[config.mk]
export PLATFORM = sky130hd
export DESIGN_NAME = posit_mul_unpacked_8bit
export DESIGN_NICKNAME = d
export VERILOG_FILES = /design/src/rtl/posit_mul_unpacked_8bit.sv
export SDC_FILE = /design/constraint.sdc
export NUM_CORES = 1
export LEC_CHECK = 0
export ABC_AREA = 0
export BUFFER_PORTS_ARGS = -buffer_cell sky130_fd_sc_hd__buf_2
export CAP_MARGIN = 20
export CORE_MARGIN = 2
export CORE_UTILIZATION = 40
export DETAILED_ROUTE_END_ITERATION = 6
export PLACE_DENSITY = 0.63
export SETUP_SLACK_MARGIN = 0.1
export SLEW_MARGIN = 20
export SYNTH_ARGS = -nofsm -noshare
export SYNTH_HDL_FRONTEND = slang
export SYNTH_SLANG_ARGS = --single-unit
[constraint.sdc]
create_clock -name clk -period 3.4 [get_ports clk]
set_input_delay 0.34 -clock clk [delete_from_list [all_inputs] [get_ports clk]]
set_output_delay 0.34 -clock clk [all_outputs]
set_load 0.02 [all_outputs]
[src/rtl/posit_mul_unpacked_8bit.sv]
// Two-stage pipelined multiplier for unpacked posit8 (es=0) operands.
// Stage 1 forms sign, exponent sum and raw product; stage 2 normalises and saturates.
module posit_mul_unpacked_8bit #(
    parameter int unsigned EXP_BIAS = 7,
    parameter int unsigned EXP_MIN  = 1,
    parameter int unsigned EXP_MAX  = 13
) (
    input  logic       clk,
    input  logic       rst_n,
    input  logic       in_valid,
    output logic       in_ready,
    input  logic       a_inf,
    input  logic       a_zer,
    input  logic       a_sgn,
    input  logic [3:0] a_exp,
    input  logic [4:0] a_frc,
    input  logic       b_inf,
    input  logic       b_zer,
    input  logic       b_sgn,
    input  logic [3:0] b_exp,
    input  logic [4:0] b_frc,
    output logic       out_valid,
    input  logic       out_ready,
    output logic       p_inf,
    output logic       p_zer,
    output logic       p_sgn,
    output logic [3:0] p_exp,
    output logic [4:0] p_frc,
    output logic [1:0] p_gs
);

    logic        adv;
    logic        s1_valid;
    logic        s1_inf;
    logic        s1_zer;
    logic        s1_sgn;
    logic [5:0]  s1_esum;
    logic [11:0] s1_p;

    logic [5:0]  esum_d;
    logic [11:0] prod_d;
    logic [11:0] mant_a;
    logic [11:0] mant_b;

    logic signed [6:0] t;
    logic [4:0]  frc_n;
    logic        g_n;
    logic        s_n;
    logic        inf_n;
    logic        zer_n;
    logic        sgn_n;
    logic [3:0]  exp_n;
    logic [4:0]  pfrc_n;
    logic [1:0]  gs_n;

    assign adv      = ~out_valid | out_ready;
    assign in_ready = adv;

    assign mant_a = {6'b0, 1'b1, a_frc};
    assign mant_b = {6'b0, 1'b1, b_frc};
    assign prod_d = mant_a * mant_b;
    // Wraps modulo 64; legal operands keep the sum within -12..12.
    assign esum_d = 6'({2'b00, a_exp} + {2'b00, b_exp}) - 6'(2 * EXP_BIAS);

    always_comb begin
        t = {s1_esum[5], s1_esum} + {6'b0, s1_p[11]};
        if (s1_p[11]) begin
            frc_n = s1_p[10:6];
            g_n   = s1_p[5];
            s_n   = |s1_p[4:0];
        end else begin
            frc_n = s1_p[9:5];
            g_n   = s1_p[4];
            s_n   = |s1_p[3:0];
        end

        inf_n  = 1'b0;
        zer_n  = 1'b0;
        sgn_n  = 1'b0;
        exp_n  = 4'd0;
        pfrc_n = 5'd0;
        gs_n   = 2'b00;
        if (s1_inf) begin
            inf_n = 1'b1;
        end else if (s1_zer) begin
            zer_n = 1'b1;
        end else begin
            sgn_n = s1_sgn;
            // Posits saturate to maxpos/minpos instead of overflowing.
            if (t > 7'sd6) begin
                exp_n = 4'(EXP_MAX);
            end else if (t < -7'sd6) begin
                exp_n = 4'(EXP_MIN);
            end else begin
                exp_n  = t[3:0] + 4'(EXP_BIAS);
                pfrc_n = frc_n;
                gs_n   = {g_n, s_n};
            end
        end
    end

    always_ff @(posedge clk) begin
        if (!rst_n) begin
            s1_valid  <= 1'b0;
            s1_inf    <= 1'b0;
            s1_zer    <= 1'b0;
            s1_sgn    <= 1'b0;
            s1_esum   <= 6'd0;
            s1_p      <= 12'd0;
            out_valid <= 1'b0;
            p_inf     <= 1'b0;
            p_zer     <= 1'b0;
            p_sgn     <= 1'b0;
            p_exp     <= 4'd0;
            p_frc     <= 5'd0;
            p_gs      <= 2'b00;
        end else if (adv) begin
            s1_valid  <= in_valid;
            s1_inf    <= a_inf | b_inf;
            s1_zer    <= ~(a_inf | b_inf) & (a_zer | b_zer);
            s1_sgn    <= a_sgn ^ b_sgn;
            s1_esum   <= esum_d;
            s1_p      <= prod_d;
            out_valid <= s1_valid;
            p_inf     <= inf_n;
            p_zer     <= zer_n;
            p_sgn     <= sgn_n;
            p_exp     <= exp_n;
            p_frc     <= pfrc_n;
            p_gs      <= gs_n;
        end
    end

endmodule

==> out/metrics.csv, run 1 <==
metric,value,unit
grt_max_degree,34,
finalCritPeriodShare,0.935,
cp-start-kind,primary input,
clock_skew,0.00655,ns
maxCapViolCount,0,
ys_warn_count,0,
powerDensity,489,nW/um^2
synth_seq_cells,37,
grtUsageTotal,0.167,
wl_per_cell,12.0,um
start_util,0.416,
arrival,3.39,ns
synth_area,2860,um^2
crit_end,s1_p[11],
syn_area_per_cell,8.60,um^2
worst_slack,0.221,ns
die_x,88.5,um
synthDistinctLibCells,50,
antenna_cells,0,
routabilityCongestion,0.844,
dr_total_vias,2409,
preCtsSetupSlack,-0.157,ns
slowest_delay,0.50,ns
clk_path_buf_depth,2,
cp.depth,13,
crit_chain,buf_4 -> and2_4 -> fa_1 -> inv_1 -> fa_1 -> fa_1 -> inv_2 -> ha_4 -> a21oi_2 -> o21bai_4 -> a2111oi_4 -> o21ai_1 -> a211oi_1,
hpwl,4790,um
first_global_vias,2281,
synth-edff-count,0,
synthCells,332,
postCtsSetupBuffers,0,
grt_pass1_wl,10400,um
slew_viol_final,0,
area_growth,24.1,%
placeableCoreArea,6870,um^2
r2r_slack,0.87,ns
vdd_ir_drop_max,174,uV
finalSetupTns,0,ns
wl,5930,um
design.die.area,7830,um^2
synth_fp_nets,409,
hp-class,in -> reg,
drc,0,
row_count,30,
rsz0062_at_grt,yes,
cts-buffers-inserted,5,
io_pins,44,
rr_startpoint,s1_p[11],
cts.reportedPaths.clkPinSlew,0.07,ns
timing.final.hold_violations,0,
drive_gt1_frac,0.254,
required,3.61,ns
endpoint_kind,register,
async_reset_ff_frac,0,
first_pass_iters,4,
critical_path.startpoint,a_frc[2],
via_per_inst,4.88,
cts_sinks,37,
grt.overflow.total,0,
worst_pin_slew,0.614,ns
clock_latency,0.29,ns
cpLargestDelayFamily,adder cells,
worst-path-buf-inv,3,
drtIter0Drc,129,
cp_max_fo,5,
p_leak,1.66,nW
cpMostUsedCell,fa_1,
layout_min_cycle_time,3.18,ns
grt_antenna_before_repair,0,
relSlewSlack,0.589,
slowest_stage,fa_1,
tritoncts,yes,
reg2reg_to,p_frc[0],
setup_violations,0,
status,"complete, no violations",
r2r_cells,8,
die_y,88.5,um
ys_seq_area_frac,0.259,
synth_ff_type,dfxtp_1,
path_class,in -> reg,
cts_max_level,2,
route.antenna.remaining_nets,0,
max_freq,315,MHz
nets,474,
portBuffers,43,
clockRootBuffer,clkbuf_8,
## power breakdown
group | internal [mW] | switching (mW)
clock | 0.239 | 0.157
combinational | 0.381 | 0.396
sequential | 0.501 | 0.0568
total | 1.12 | 0.610
## logic make-up after synthesis
| family | share of synthesized area |
|---|---|
| mux | 0.0210 |
| fa+ha+maj | 0.265 |
| buf+inv | 0.0719 |
| simple gates | 0.186 |
| compound gates | 0.166 |
| flops | 0.259 |
| xor+xnor | 0.0307 |
## stage by stage
| stage | util | hold WS, ns | std cells | total power, mW | instance area [um^2] |
|---|---|---|---|---|---|
| finish | 0.516 | 0.299 | 494 | 1.73 | 3540 |
| floorplan | - | 0.426 | 332 | 1.07 | 2870 |
| detailed placement | 0.489 | 0.439 | 486 | 1.29 | 3360 |
| global placement | 0.489 | 0.434 | 486 | 1.28 | 3360 |
| CTS | 0.505 | 0.293 | 494 | 1.69 | 3470 |
| global route | 0.516 | 0.316 | 494 | 1.88 | 3540 |
## cells in the final DEF (no fill, tap or decap), types with 2 or more instances in the layout
master and count:
a211oi_1 8, buf_4 30, a21oi_2 2, nand3b_1 2, o21ai_1 6, clkbuf_8 6, a21oi_1 20, mux2i_1 6
a22oi_1 2, o211ai_1 2, xor2_1 5, nand2_2 2, inv_1 33, dfxtp_1 37, inv_2 4, and2_1 12
nor2b_1 3, nand2_1 41, fa_1 18, buf_2 39, nor3_1 5, nand4b_1 3, ha_1 28, o21ai_0 12
xnor2_1 5, ha_4 2, o21ai_2 3, nand2b_1 2, nand3_1 10, nor2_1 18, a21o_1 3
## how the worst min path moves through the flow
stage | start | end | slack [ns] | cells past startpoint
2_1_floorplan | s1_p[3] | s1_p[3] | 0.43 | 2
4_1_cts | in_valid | s1_valid | 0.29 | 3
6_report | in_valid | s1_valid | 0.30 | 3
3_3_place_gp | p_exp[1] | p_exp[1] | 0.43 | 2
3_5_place_dp | p_exp[1] | p_exp[1] | 0.44 | 2
5_1_grt | in_valid | s1_valid | 0.32 | 3
## state kept, by name (all words and copies together) (netlist names), 2 cells and up
| register | cells |
|---|---|
| s1_p | 12 |
| p_exp | 4 |
| p_gs | 2 |
| s1_esum | 6 |
| p_frc | 5 |
## Yosys cell counts (6+ instances only)
cell type | number | share of area
a21oi_1 | 21 | 0.037
nand2_1 | 43 | 0.057
inv_1 | 37 | 0.049
ha_1 | 30 | 0.13
o21ai_0 | 13 | 0.023
a211oi_1 | 9 | 0.024
fa_1 | 19 | 0.13
mux2i_1 | 6 | 0.021
and2_1 | 13 | 0.028
dfxtp_1 | 37 | 0.26
nand3_1 | 10 | 0.018
nor2_1 | 19 | 0.025
## worst min-delay path: stages
cell and delay [ns]:
buf_2 0.10, nand2_1 0.05, a21oi_1 0.06
## layer usage
metal  vias to the layer above  share of wire  track usage
li1                       1254              -            -
met1                      1114           0.52        0.235
met2                        35           0.44        0.267
met3                         6          0.025       0.0280
met4                         0          0.012       0.0468
met5                         -              0            0
## repair_timing
item | in CTS | in global routing
resized for setup | 0 | 19
setup endpoints to repair | 0 | 3
hold buffers | 0 | 0
## cell type report
| type | count | area (um^2) |
|---|---|---|
| repair buffers | 70 | 428 |
| well taps | 96 | 120 |
| clock buffers | 7 | 86.3 |
| clock inverters | 1 | 30.0 |
| inverters | 39 | 149 |
| flip-flops and latches | 37 | 741 |
| multi-input cells | 244 | 1990 |
| fillers | 672 | 3330 |
(Power assumes the default switching activity.)
==> run 2, diff against run 1 <==
CORE_UTILIZATION = 50   (was 40)
GPL_TIMING_DRIVEN = 0   (was default)
PLACE_DENSITY = 0.75   (was 0.63)
==> run 2 against run 1 <==
  * Die area shrank 19%
  * Non-clock buffer count fell by 16
  * Clock power fell by 22%
  * Hold slack improved by 0.011 ns
  * Fmax shrank 0.12%
  * Utilization is 8.8 points higher
  * Design area is 6.2% lower
  * Largest power group unchanged
  * Critical path type unchanged
  * Final cell count down 8.3%
  * Wire length is 3.6% higher
==> out/metrics.csv, run 2 (synthesis results as in run 1) <==
metric,value,unit,change
cp-start-kind,primary input,,
cts_sinks,37,,unchanged
clockPowerShare,0.193,,-0.036
area_growth,16.4,%,
worst_slack,0.217,ns,-0.00392 ns
setup_violations,0,,unchanged
clk_path_buf_depth,2,,unchanged
clockRootBuffer,clkbuf_8,,
rsz0062_at_grt,yes,,
drtIter0Drc,87,,-33%
grt_antenna_before_repair,0,,unchanged
first_global_vias,2288,,+0.31%
clock_skew,0.00573,ns,-0.000818 ns
tritoncts,yes,,
vdd_ir_drop_max,183,uV,+5.3%
clock_latency,0.29,ns,about the same
p_leak,1.54,nW,-7.4%
finalSetupTns,0,ns,unchanged
max_freq,314,MHz,-0.12%
wl_per_cell,13.6,um,+13%
wl_met3,301,um,+100%
dr_total_vias,2376,,-1.4%
postCtsSetupBuffers,0,,unchanged
route.antenna.remaining_nets,0,,unchanged
topRoutingLayerUsed,met4,,
placedCellCount,446,,-8.2%
wl_met2,2900,um,+11%
cts.reportedPaths.clkPinSlew,0.07,ns,about the same
wl,6150,um,+3.6%
cts_max_level,2,,unchanged
grtUsageTotal,0.209,,+0.0415
maxCapViolCount,0,,unchanged
die_x,79.6,um,-10%
cts-buffers-inserted,5,,unchanged
slowest_delay,0.54,ns,+0.04 ns
num-fill-cells,487,,-28%
row_count,27,,-10%
slowest_stage,fa_1,,
relSlewSlack,0.575,,-0.0134
worst_pin_slew,0.635,ns,+0.0201 ns
drc,0,,unchanged
portBuffers,42,,-2.3%
final_cell_mix,"43 x nand2_1, 43 x buf_2, 37 x dfxtp_1",,
layout_min_cycle_time,3.18,ns,+0.00392 ns
worst-path-buf-inv,5,,+2
sw_frac_of_total,0.376,,+0.0239
powerDensity,480,nW/um^2,-1.7%
crit_chain,buf_2 -> nand2_1 -> fa_1 -> inv_1 -> fa_1 -> inv_1 -> fa_1 -> inv_1 -> ha_4 -> inv_4 -> o21bai_4 -> a2111oi_4 -> o2111a_1 -> a211oi_1,,
endpoint_kind,register,,
die_y,79.6,um,-10%
io_pins,44,,unchanged
timing.final.hold_violations,0,,unchanged
internal-power,995,uW,-11%
power.share.sequential,0.343,,+0.021
slew_viol_final,0,,unchanged
grt_pass1_wl,10400,um,+0.53%
whs,0.310,ns,+0.0115 ns
first_pass_iters,4,,unchanged
via_per_inst,5.25,,+7.6%
drive_gt1_frac,0.189,,-0.0648
routabilityCongestion,0.859,,+1.7%
antenna_cells,0,,unchanged
critical_path.startpoint,a_frc[3],,
design.die.area,6330,um^2,-19%
pwr-share-comb,0.464,,+0.015
status,"complete, no violations",,
placeableCoreArea,5510,um^2,-20%
rr_startpoint,s1_esum[0],,
nets,458,,-3.4%
grt.overflow.total,0,,unchanged
hp-class,in -> reg,,
cpLargestDelayFamily,adder cells,,
power.total,1.60,mW,-7.8%
path_class,in -> reg,,
hpwl,4850,um,+1.2%
preCtsSetupSlack,-0.228,ns,-0.0714 ns
arrival,3.35,ns,-0.04 ns
max_flop_register,s1_p,,
m1WireLength,2860,um,-7.4%
required,3.57,ns,-0.04 ns
cts-hold-fix-buffers,0,,unchanged
largest_reg_flops,12,,unchanged
power_switching,600,uW,-1.6%
start_util,0.519,,+0.103
grt_max_degree,11,,-68%
reg_top3,"s1_p x12, s1_esum x6, p_frc x5",,
final_cells,453,,-8.3%
cp_max_fo,6,,+1
finalCritPeriodShare,0.936,,+0.00115
hp-start,in_valid,,
run 2: cell count changes in the layout (fill, tap and decap cells not counted), sizes merged:
cell and delta:
clkbuf +4, buf -20, bufinv -1
run 2: per-stage QoR:
stage | instance area, um^2 | utilization
after floorplan | 2870 | -
after global placement | 3170 | 0.576
after detailed placement | 3170 | 0.576
after CTS | 3280 | 0.595
after global routing | 3320 | 0.603
final | 3320 | 0.603
run 2: what timing repair did:
action | 4_1_cts | 5_1_grt
hold endpoints to repair | 0 | 0
setup endpoints to repair | 1 | 3
gates resized for setup | 2 | 12
pin swaps | 0 | 7
run 2: cell type report:
cell class | instances | area (um^2) | area share
timing repair buffer | 42 | 213 | 0.0640
tap | 72 | 90.1 | 0.0271
multi-input combinational | 244 | 1990 | 0.598
clock buffer | 7 | 86.3 | 0.0260
buffer | 12 | 58.8 | 0.0177
inverter | 39 | 149 | 0.0448
sequential | 37 | 741 | 0.223
run 2: worst reg2reg max path, cell delays in order (launching register included):
cell and delay, ns:
dfxtp_1 0.32, ha_1 0.21, ha_1 0.36, ha_1 0.23, nor2b_1 0.15, a211oi_1 0.13, o22a_4 0.28, o211ai_4 0.31
o21ai_1 0.11
run 2: final timing paths:
kind | endpoint | slack (ns) | cells after the start
setup / recovery | s1_p[11] | 0.22 | 14
hold / removal | s1_valid | 0.31 | 3
setup reg to reg | p_frc[3] | 1.19 | 8
hold reg to reg | p_frc[1] | 0.45 | 2
run 2: power groups by stage:
| stage | clock [mW] | combinational (mW) | sequential [mW] |
|---|---|---|---|
| finish | 0.308 | 0.741 | 0.547 |
| global route | 0.332 | 0.838 | 0.554 |
| CTS | 0.311 | 0.687 | 0.546 |
| detailed placement | 0 | 0.665 | 0.556 |
| global placement | 0 | 0.650 | 0.553 |
| floorplan | 0 | 0.505 | 0.564 |
run 2: per-layer routing:
metal,global-route usage,vias up
li1,-,1220
met1,0.273,1084
met2,0.349,65
met3,0.0351,7
met4,0.0707,0
met5,0,-
==> run 3, diff against run 2 <==
SETUP_SLACK_MARGIN = 0.5   (was 0.1)
==> run 3 against run 2 <==
  * Non-clock buffer count increased by 8
  * Design area increased by 5.7%
  * Clock power decreased by 1%
  * Via count increased by 2.4%
  * Clock-buffer cell count unchanged
  * Global-route usage increased by 0.54 points
  * Fmax increased by 5.6%
  * Worst setup slack improved by 0.17 ns
  * Final cell count increased by 1.8%
  * Critical path depth decreased by 1
  * Critical endpoint unchanged
==> out/metrics.csv, run 3 (synthesis results as in run 1) <==
metric,value,unit,change
gr-usage-met1,0.290,,+0.0176
worst_slack,0.387,ns,+0.170 ns
max_freq,332,MHz,+5.6%
route.antenna.remaining_nets,0,,unchanged
maxCapViolCount,0,,unchanged
grt_max_degree,11,,unchanged
use_met3,0.0283,,-0.00679
whs,0.308,ns,-0.00237 ns
holdPathStages,3,,unchanged
wl_per_cell,13.4,um,-1.1%
largest_reg_flops,12,,unchanged
tritoncts,yes,,
arrival,3.17,ns,-0.18 ns
slew_viol_final,0,,unchanged
via_per_inst,5.28,,+0.62%
worst_pin_slew,0.617,ns,-0.0180 ns
hold_end,s1_valid,,
clk_path_buf_depth,2,,unchanged
max_flop_register,s1_p,,
cp-start-kind,primary input,,
wl,6190,um,+0.68%
die_y,79.6,um,unchanged
rsz0062_at_grt,yes,,
layout_commonest_cell,nand2_1,,
hpwl,4860,um,+0.16%
cts_max_level,2,,unchanged
placeableCoreArea,5510,um^2,unchanged
reg2reg_to,p_frc[1],,
setup_violations,0,,unchanged
drive_gt1_frac,0.249,,+0.0604
first_global_vias,2382,,+4.1%
design.die.area,6330,um^2,unchanged
area_growth,23.0,%,
dr_total_vias,2433,,+2.4%
finalCritPeriodShare,0.886,,-0.0500
antenna_cells,0,,unchanged
reg_top3,"s1_p x12, s1_esum x6, p_frc x5",,
clockRootBuffer,clkbuf_8,,
endpoint_kind,register,,
clock_skew,0.00640,ns,+0.000661 ns
routabilityCongestion,0.830,,-3.3%
timing.final.hold_violations,0,,unchanged
rr_startpoint,s1_esum[0],,
hp-start,in_valid,,
layout_min_cycle_time,3.01,ns,-0.170 ns
cp_max_fo,6,,unchanged
relSlewSlack,0.587,,+0.0120
grtUsageTotal,0.214,,+0.00539
p_leak,1.61,nW,+4.5%
die_x,79.6,um,unchanged
use_met2,0.355,,+0.00672
top_usage_layer,met2,,
nets,466,,+1.7%
start_util,0.519,,unchanged
hp-class,in -> reg,,
cts-buffers-inserted,5,,unchanged
r2r_cells,8,,unchanged
grt_antenna_before_repair,0,,unchanged
fin_util,0.638,,+0.0345
r2r_slack,1.19,ns,about the same
vdd_ir_drop_max,252,uV,+38%
finalSetupTns,0,ns,unchanged
cts-hold-fix-buffers,0,,unchanged
path_class,in -> reg,,
first_pass_iters,4,,unchanged
preCtsSetupSlack,-0.0537,ns,+0.175 ns
cts_sinks,37,,unchanged
required,3.56,ns,about the same
drtIter0Drc,102,,+17%
clock_latency,0.29,ns,about the same
status,"complete, no violations",,
grt_pass1_wl,10800,um,+3.0%
io_pins,44,,unchanged
cts.reportedPaths.clkPinSlew,0.07,ns,about the same
row_count,27,,unchanged
final_cell_mix,"41 x nand2_1, 38 x buf_2, 37 x dfxtp_1",,
drc,0,,unchanged
grt.overflow.total,0,,unchanged
powerDensity,491,nW/um^2,+2.3%
portBuffers,42,,unchanged
[run 3: cell count changes in the layout (fill, tap and decap cells not counted), moves of 3 or more]
cell,previous run,this run
buf_6,1,8
buf_4,1,7
buf_2,43,38
inv_1,34,30
and2_1,12,9
and2_4,1,4
[run 3: repair_timing]
| action | CTS | global route |
|---|---|---|
| resized for setup | 25 | 10 |
| setup endpoints to repair | 4 | 6 |
| buffers inserted | 7 | 1 |
| cloned | 0 | 0 |
| pin swaps | 16 | 8 |
[run 3: worst max-delay path by stage]
stage,slack [ns],start,cells after the start,to
5_1_grt,0.27,b_frc[0],12,s1_p[11]
3_3_place_gp,-0.01,a_frc[2],13,s1_p[11]
4_1_cts,0.36,b_frc[1],11,s1_p[11]
3_5_place_dp,-0.05,a_frc[2],14,s1_p[11]
6_report,0.39,b_frc[2],13,s1_p[11]
2_1_floorplan,0.24,a_frc[2],12,s1_p[11]
[run 3: power by group]
part / total [mW] / internal [mW] / switching (mW)
sequential: 0.548 / 0.501 / 0.0470
combinational: 0.874 / 0.416 / 0.458
clock: 0.304 / 0.161 / 0.143
[run 3: area by class of cell]
cell class / count / area [um^2]
Multi-Input combinational cell: 244 / 2060
Fill cell: 473 / 1990
Sequential cell: 37 / 741
Timing Repair Buffer: 50 / 324
Inverter: 39 / 154
Tap cell: 72 / 90.1
Clock buffer: 7 / 86.3
Buffer: 12 / 58.8
[run 3: stage by stage]
stage	power [mW]	area [um^2]	instances
floorplan	1.15	2950	332
CTS	1.67	3460	460
finish	1.73	3510	461
detailed placement	1.31	3250	446
global route	1.87	3510	461
global placement	1.28	3250	446
[run 3: layer usage]
metal | share of wire | up-vias
li1 | - | 1232
met1 | 0.47 | 1144
met2 | 0.48 | 49
met3 | 0.037 | 8
met4 | 0.015 | 0
met5 | 0 | -
[run 3: worst max-delay path, cell delays in order]
cell and delay, ns:
buf_4 0.14, nand2_2 0.07, fa_1 0.53, inv_1 0.04
ha_1 0.28, ha_1 0.29, ha_2 0.20, fa_2 0.42
a21oi_4 0.18, o21bai_4 0.10, a2111oi_4 0.32, o2111a_1 0.22
a211oi_1 0.05
